--- src/rtl/rf_pkg.sv ---
// Shared definitions for the parametrised register file: default geometry,
// the reset value of general registers and the PC-update priority encoding.
package rf_pkg;

  localparam int unsigned RF_DW     = 32;
  localparam int unsigned RF_NREGS  = 16;
  localparam int unsigned RF_AW     = 4;
  localparam int unsigned RF_PC_IDX = 15;

  localparam logic [RF_DW-1:0] REG_ZERO = '0;

  // Source selected for the next PC value, in priority order.
  typedef enum logic [1:0] {
    PCSEL_HOLD = 2'd0,  // stall, or nothing to load
    PCSEL_PW   = 2'd1,  // redirect: write-port data aimed at the PC index
    PCSEL_PCIN = 2'd2   // sequential advance from the IF adder
  } pcsel_e;

  // A hazard stall beats everything; a redirect beats the sequential load.
  function automatic pcsel_e pc_select(input logic hz_pc_ld,
                                       input logic pc_wr,
                                       input logic pc_ld);
    pcsel_e sel;
    sel = PCSEL_HOLD;
    if (hz_pc_ld) begin
      if (pc_wr) begin
        sel = PCSEL_PW;
      end else if (pc_ld) begin
        sel = PCSEL_PCIN;
      end
    end
    return sel;
  endfunction

endpackage

--- src/rtl/rf_pc_register.sv ---
// Program-counter register: priority-selected next PC, hazard stall, and a
// one-cycle redirect pulse that tells the pipeline to flush.
module rf_pc_register
  import rf_pkg::*;
#(
  parameter int unsigned     DW       = RF_DW,
  parameter logic [DW-1:0]   RESET_PC = '0
) (
  input  logic          clk_i,
  input  logic          rst_ni,
  input  logic          hz_pc_ld_i,
  input  logic          pc_wr_i,
  input  logic [DW-1:0] pw_i,
  input  logic          pc_ld_i,
  input  logic [DW-1:0] pc_in_i,
  output logic [DW-1:0] pc_o,
  output logic          redir_o
);

  pcsel_e        pc_sel;
  logic [DW-1:0] pc_d, pc_q;
  logic          redir_d, redir_q;

  // Next-state selection for the PC and the redirect flag.
  always_comb begin
    // NOTE: every output of a combinational block gets a default before any
    // branch; a path that leaves one unassigned would infer a latch.
    pc_d    = pc_q;
    redir_d = 1'b0;
    pc_sel  = pc_select(hz_pc_ld_i, pc_wr_i, pc_ld_i);
    case (pc_sel)
      PCSEL_PW: begin
        pc_d    = pw_i;
        redir_d = 1'b1;
      end
      PCSEL_PCIN: pc_d = pc_in_i;
      default:    ;
    endcase
  end

  // PC and redirect flops, asynchronously reset to the boot vector.
  always_ff @(posedge clk_i or negedge rst_ni) begin
    // NOTE: state is assigned with <= so every flop samples pre-edge values;
    // a blocking = here would let later statements see the new value.
    if (!rst_ni) begin
      pc_q    <= RESET_PC;
      redir_q <= 1'b0;
    end else begin
      pc_q    <= pc_d;
      redir_q <= redir_d;
    end
  end

  assign pc_o    = pc_q;
  assign redir_o = redir_q;

endmodule

--- src/rtl/param_register_file.sv ---
// ID-stage register file: NREGS-1 general registers plus an aliased PC,
// three combinational read ports with optional write-through, one write port.
module param_register_file
  import rf_pkg::*;
#(
  parameter int unsigned   DW          = RF_DW,
  parameter int unsigned   NREGS       = RF_NREGS,
  parameter int unsigned   AW          = RF_AW,
  parameter int unsigned   PC_IDX      = RF_PC_IDX,
  parameter logic [DW-1:0] RESET_PC    = '0,
  parameter int unsigned   PC_READ_OFS = 8,
  parameter bit            BYPASS      = 1'b1
) (
  input  logic          CLK,
  input  logic          RST_N,
  input  logic [AW-1:0] SA,
  input  logic [AW-1:0] SB,
  input  logic [AW-1:0] SD,
  output logic [DW-1:0] PA,
  output logic [DW-1:0] PB,
  output logic [DW-1:0] PD,
  input  logic [AW-1:0] C,
  input  logic [DW-1:0] PW,
  input  logic          RFLd,
  input  logic [DW-1:0] PCin,
  input  logic          PCLd,
  input  logic          HZPCLd,
  output logic [DW-1:0] PCout,
  output logic          PCredir
);

  localparam int NPORTS = 3;

  logic [NREGS-1:0] wr_en;
  logic [DW-1:0]    regs_q [NREGS];
  logic [DW-1:0]    pc_read;
  logic [AW-1:0]    rsel  [NPORTS];
  logic [DW-1:0]    rdata [NPORTS];

  // One-hot write decoder; an unknown C matches no index, so nothing is written.
  always_comb begin
    wr_en = '0;
    if (RFLd) begin
      for (int i = 0; i < int'(NREGS); i++) begin
        if (C == AW'(i)) begin
          wr_en[i] = 1'b1;
        end
      end
    end
  end

  // General register array; the PC slot is never written here.
  always_ff @(posedge CLK or negedge RST_N) begin
    // NOTE: every entry is reset because software relies on registers reading
    // zero after reset; this is why the array is flops rather than a RAM.
    if (!RST_N) begin
      for (int i = 0; i < int'(NREGS); i++) begin
        regs_q[i] <= DW'(REG_ZERO);
      end
    end else begin
      for (int i = 0; i < int'(NREGS); i++) begin
        if (wr_en[i] && (i != int'(PC_IDX))) begin
          regs_q[i] <= PW;
        end
      end
    end
  end

  rf_pc_register #(
    .DW       (DW),
    .RESET_PC (RESET_PC)
  ) u_pc (
    .clk_i      (CLK),
    .rst_ni     (RST_N),
    .hz_pc_ld_i (HZPCLd),
    .pc_wr_i    (wr_en[PC_IDX]),
    .pw_i       (PW),
    .pc_ld_i    (PCLd),
    .pc_in_i    (PCin),
    .pc_o       (PCout),
    .redir_o    (PCredir)
  );

  // Reads of the PC index see the PC ahead by a fixed offset, wrapping at DW bits.
  assign pc_read = PCout + DW'(PC_READ_OFS);

  assign rsel[0] = SA;
  assign rsel[1] = SB;
  assign rsel[2] = SD;

  // Read muxes: PC alias first, then same-cycle write-through, then storage.
  always_comb begin
    for (int p = 0; p < NPORTS; p++) begin
      rdata[p] = regs_q[rsel[p]];
      if (rsel[p] == AW'(PC_IDX)) begin
        rdata[p] = pc_read;
      end else if (BYPASS && wr_en[rsel[p]]) begin
        rdata[p] = PW;
      end
    end
  end

  assign PA = rdata[0];
  assign PB = rdata[1];
  assign PD = rdata[2];

endmodule

--- config.mk ---
export PLATFORM = sky130hd
export DESIGN_NAME = param_register_file
export DESIGN_NICKNAME = d
export VERILOG_FILES = /design/src/rtl/rf_pkg.sv /design/src/rtl/rf_pc_register.sv /design/src/rtl/param_register_file.sv
export SDC_FILE = /design/constraint.sdc
export NUM_CORES = 2
export LEC_CHECK = 0
export ABC_CLOCK_PERIOD_IN_PS = 3010
export CAP_MARGIN = 20
export CORE_MARGIN = 2
export CORE_UTILIZATION = 55
export DETAILED_ROUTE_END_ITERATION = 10
export PLACE_DENSITY = 0.75
export REMOVE_ABC_BUFFERS = 1
export SLEW_MARGIN = 20
export SYNTH_ARGS = -nofsm -noshare
export SYNTH_HDL_FRONTEND = slang
export SYNTH_SLANG_ARGS = --single-unit
--- constraint.sdc ---
create_clock -name CLK -period 3.01 [get_ports CLK]
set_clock_uncertainty 0.05 [all_clocks]
set_input_delay 0.602 -clock CLK [delete_from_list [all_inputs] [get_ports CLK]]
set_output_delay 0.602 -clock CLK [all_outputs]
set_load 0.01 [all_outputs]
# Word level (Yosys, flattened, before mapping)

Cells that the tools add are included.

Equality and inequality tests: 20
Shifts and indexed selects: 0
Bitwise operators: 3
Divide/modulo/power cells: 0
Add/subtract/negate cells: 1
Order comparisons: 6
Muxes and demuxes: 43
Multipliers: 0
Reductions and logical operators: 2

Operator list:

| operator              | count |
|---|---|
| $bmux 32 s4           | 3 |
| $mux 32               | 12 |
| $pmux 32 s2           | 1 |
| $eq 4x4->1 const B    | 11 |
| $add 32x4->32 const B | 1 |
| $mux 1                | 20 |
| $eq 4x3->1 const B    | 4 |
| $mux 16               | 1 |
| $ge 5x5->1 const B    | 3 |
| $lt 4x5->1 const B    | 3 |
| $not 4->5             | 3 |
| $bmux 1 s4            | 3 |
| $eq 4x2->1 const B    | 2 |
| $mux 2                | 3 |
| $eq 4x1->1 const B    | 1 |
| $logic_not 4->1       | 1 |
| $eq 2x1->1 const B    | 1 |
| $eq 2x2->1 const B    | 1 |
| $reduce_bool 2->1     | 1 |

ROM bits: 0
Memories kept: 0
Bits in writable memories: 0
Output and inout bits: 129
Flip-flop bits (word level): 513
Latch bits: 0

# Depth between registers and ports, before layout

Word-level depth: 7
Gate-level depth with buffers: 10
Depth with buffers taken out: 7

# Cells and area by module

A second synthesis with hierarchy kept.

Cell total of the unflattened synthesis: 2783
Area, all modules: 33701.1 um2

Modules (own cells, without submodules):

| module              | times used | area an instance (um2) | sequential area each (um2) | cells each |
|---|---|---|---|---|
| param_register_file | 1          | 32003.2                | 12011.5                    | 2606 |
| rf_pc_register      | 1          | 1697.9                 | 825.8                      | 177 |

# Worst setup path after synthesis

OpenSTA, ideal clock, no wires.

Path type: input to output
Start: input SD[1]
End: output PD[14]
Arrival time: 2.215 ns
Required time: 2.358 ns
Slack: 0.143 ns
Cell stages on the path: 7
Path buffers: 3
Cells stage by stage: buf_2 -> buf_2 -> buf_1 -> mux4_2 -> a22oi_1 -> a21oi_1 -> a311o_1

Cells in the longest elaborated chain, start to end: 6
Elaborated cells on any way between the ends: 9
Classes of those cells: 1 x eq/ne; 7 x mux; 1 x bitwise

RTL lines:

| element                                    | RTL line                  | source |
|---|---|---|
| start: declaration                         | param_register_file.sv:18 | `input logic [AW-1:0] SD,` |
| $not 4->5 (not written as such)            | param_register_file.sv:94 | `rdata[p] = regs_q[rsel[p]];` |
| $bmux 32 s4                                | param_register_file.sv:94 |  |
| $mux 32 (not written as such) (2 in a row) | param_register_file.sv:94 |  |
| $mux 32                                    | param_register_file.sv:97 | `end else if (BYPASS && wr_en[rsel[p]]) begin` |
| $mux 32 *                                  | param_register_file.sv:95 | `if (rsel[p] == AW'(PC_IDX)) begin` |
| end: declaration                           | param_register_file.sv:21 | `output logic [DW-1:0] PD,` |

Mark *: on every way between the ends. The rest lies on a longest branch, timed or not. The select of a mux whose other input is x is not followed.

# Final worst setup path

Start: register u_pc.pc_q[3], in the netlist u_pc.pc_o[3]
End: output PA[14]

Cells in the longest elaborated chain, start to end: 2

RTL lines:

| element                  | RTL line                  | source |
|---|---|---|
| start: declaration       | rf_pc_register.sv:21      | `logic [DW-1:0] pc_d, pc_q;` |
| start signal: assignment | rf_pc_register.sv:49      | `pc_q <= pc_d;` |
| $add 32x4->32            | param_register_file.sv:85 | `assign pc_read = PCout + DW'(PC_READ_OFS);` |
| $mux 32                  | param_register_file.sv:95 |  |
| end: declaration         | param_register_file.sv:19 | `output logic [DW-1:0] PA,` |

No other way between the ends.

==> impl_metrics.csv <==
group,metric,value,unit
floorplanning,fp.dieW,250,um
drt,via_per_inst,7.53,
global_routing,grt_remaining_overflow,0,
cts,ctsRootBufferMaster,"clkbuf_16",
placement,finalWeightedCongestion,1.00,
run_status,violations,"negative setup slack",
worst_setup_path,critPathLaunchType,"flop",
global_routing,grt_pass1_wl,206000,um
worst_setup_path,critPathTopFamily,"buffers and inverters",
cts,clk_path_buf_depth,3,
worst_setup_path,crit_chain,"buf_4, buf_6, nand2_2, buf_4, nor4_4, buf_4, xnor2_2, buf_6, nor2_1, a311o_1, clkdlybuf4s15_2",
sta,finalCritPeriodShare,1.17,
sta,max_freq,0.284,GHz
worst_setup_path,timing.rr.start,"u_pc.pc_o[17]",
global_routing,antenna_found_initial,1,
worst_setup_path,slowest_stage,"dfrtp_2",
floorplanning,fp-row-count,90,
worst_setup_path,cp.required,2.36,ns
synthesis,synth_edf_count,0,
cts,cts_tree,"done",
sta,report.final.slew_viol_count,0,
worst_setup_path,critPathKind,"flop to output pin",
synthesis,async_reset_ff_frac,1.00,
synthesis,synthTopCellsByArea,"dfrtp_1, mux4_2, mux2_2",
synthesis,synthDistinctLibCells,58,
worst_setup_path,reg2reg_to,"u_pc.pc_o[17]",
worst_setup_path,arrival,2.87,ns
synthesis,avgSynthCellArea,12.5,um^2
sta,min_period,3.52,ns
synthesis,yosys-top-cells-count,"dfrtp_1, mux2_2, mux4_2",
global_routing,grt_pass1_vias,31300,
worst_setup_path,path_depth,11,
placement,post-place-ws,-0.890,ns
run,cap_violations,0,
synthesis,yosysSeqAreaShare,0.384,
synthesis,syn-instance-count,2680,
global_routing,grt_max_degree,116,
cells_and_area,drive_above_1_share,0.549,
sta,fin_ws,-0.514,ns
synthesis,ys_warn_count,32,
drt,routed_wl,144000,um
synthesis,synth.cell_area,33400,um^2
worst_setup_path,r2r.worst_path.cells,5,
worst_setup_path,critPathMaxFanout,3,
cells_and_area,multiInputGateArea,20300,um^2
worst_setup_path,r2r_slack,1.84,ns
worst_setup_path,crit_start,"u_pc.pc_o[3]",
cts,cts_sinks,513,
sta,finalSetupViolCount,87,
floorplanning,die_area,62700,um^2
floorplanning,coreArea,60200,um^2
floorplanning,initial_core_util,0.554,
floorplanning,die_y,250,um
cts,cts_made_buffers,57,
power_and_ir_drop,leakage,19.2,nW
floorplanning,ios,214,
placement,dp_hpwl,87600,um
cells_and_area,num-fill-cells,3468,
drt,drt-wirelength-per-cell,34.9,um
drt,drc,0,
global_routing,track_usage,0.448,
cells_and_area,seq_area,12800,um^2
cts,insertion_delay,0.65,ns
power_and_ir_drop,vdd_drop_max,0.000512,V
cells_and_area,nets,3384,
sta,maxSlewHeadroom,0.523,
min_path,hold_path.class,"primary input to asynchronous set/reset pin",
drt,ant_nets,0,
drt,drt_iter0_markers,4787,
cts,clkTransAtPathRegs,0.06,ns
placement,numPortBuffers,213,
sta,hold_violations,0,
synthesis,yosysMostFrequentCell,"dfrtp_1",
drt,num_vias,31000,
sta,grt_setup_unrepaired,"true",
worst_setup_path,cp-end-kind,"output pin",
synthesis,synthFlopType,"dfrtp_1",
synthesis,synth-seq-cells,513,
cts,h-tree-depth,2,
run_status,status,"finished, violations left",
worst_setup_path,endpoint,"PA[14]",
drt,first_pass_iters,7,
synthesis,synth_top_area_frac,0.384,
sta,tns,-22.87,ns
synthesis,yosysTopAreaCell,"dfrtp_1",
sta,worst-slew-pin-transition,0.716,ns
worst_setup_path,worst_path_most_repeated_cell,"buf_4",
power_and_ir_drop,powerDensity,594,nW/um^2
worst_setup_path,path_buf_inv,6,
cells_and_area,synthToLayoutAreaGrowth,35.2,%
worst_setup_path,worst_path_largest_cell_delay,0.48,ns
## metrics by stage
| stage | util | total power, mW | std cells | cell area (um^2) | hold slack (ns) |
|---|---|---|---|---|---|
| CTS | 0.738 | 26.0 | 4091 | 44500 | 0.344 |
| global placement | 0.669 | 17.9 | 3857 | 40300 | 0.393 |
| detailed placement | 0.669 | 18.3 | 3857 | 40300 | 0.394 |
| floorplan | - | 14.4 | 2363 | 31800 | 0.256 |
| finish | 0.750 | 26.8 | 4123 | 45200 | 0.340 |
| global route | 0.750 | 27.5 | 4120 | 45200 | 0.341 |
## cell type report
class	count	share of cell area
Clock inverter	18	0.00507
Sequential cell	513	0.284
Antenna cell	4	0.000222
Multi-Input combinational cell	1826	0.449
Timing Repair Buffer	874	0.200
Inverter	24	0.00199
Clock buffer	82	0.0375
Tap cell	782	0.0217
## power breakdown
part           total (mW)  switching [mW]  internal [mW]  leakage (nW)
clock network        7.42            3.12           4.30         0.939
registers            10.2            1.71           8.48          6.29
logic                9.21            4.06           5.15          12.0
## registers in the layout, summed over array words and instances (netlist names)
signal,cells
u_pc.pc_o,32
u_pc.redir_o,1
regs_q,480
## worst register-to-register path, stage by stage, from the launching register on
cell and delay (ns):
dfrtp_1 0.40, buf_6 0.12, buf_4 0.17, nand2_1 0.07, o21ai_0 0.08, buf_4 0.17
## cell families (layout without fill, tap and decap cells)
| family | after synthesis | count (layout) | synth area share |
|---|---|---|---|
| mux | 903 | 903 | 0.387 |
| buf+inv | 341 | 998 | 0.0502 |
| other cells | 0 | 4 | 0 |
| simple gates | 313 | 313 | 0.0467 |
| xor+xnor | 39 | 39 | 0.0102 |
| fa+ha+maj | 3 | 3 | 0.00112 |
| flops | 513 | 513 | 0.384 |
| compound gates | 568 | 568 | 0.120 |
## worst min-delay path by stage
stage,from,endpoint,slack (ns)
finish,RST_N,regs_q[243],0.34
global route,RST_N,regs_q[243],0.34
CTS,RST_N,regs_q[243],0.34
detailed placement,RST_N,regs_q[211],0.39
global placement,RST_N,regs_q[211],0.39
floorplan,RST_N,regs_q[100],0.26
## per-layer routing
layer | part of all wire | routed length, um | global-route usage | vias to the layer above
li1 | - | - | - | 11700
met1 | 0.33 | 47800 | 0.550 | 15400
met2 | 0.42 | 60800 | 0.646 | 3029
met3 | 0.16 | 22400 | 0.186 | 933
met4 | 0.089 | 12800 | 0.305 | 0
met5 | 0 | 0 | 0 | -
## placed cells by master (no fill, tap or decap), types with 11 or more instances in the layout
cell type	n
a211o_1	11
a21o_1	12
a21oi_1	88
a21oi_2	17
a221o_1	20
a221oi_2	11
a22o_1	37
a22oi_1	60
a22oi_2	65
a311o_1	17
a31oi_1	20
buf_12	139
buf_2	91
buf_4	436
buf_6	67
buf_8	14
clkbuf_16	65
clkbuf_8	13
clkdlybuf4s50_1	99
dfrtp_1	511
inv_1	23
mux2_2	464
mux2i_1	171
mux4_2	264
nand2_1	89
nand2_2	11
nand2b_1	20
nand3_1	11
nand4_1	14
nor2_1	42
nor2_4	12
nor2b_1	12
o21ai_0	70
o221ai_1	18
o22ai_1	26
o2bb2ai_1	40
xor2_2	11
## what timing repair did
item / CTS / global route
endpoints found under the hold margin: 10 / 0
gates cloned: 13 / 1
endpoints found under the setup margin: 96 / 95
setup buffers: 128 / 35
hold buffers: 1 / 0
gates resized for setup: 677 / 123
pin swaps: 127 / 62
No activity file was read; power rests on OpenSTA's default activity.
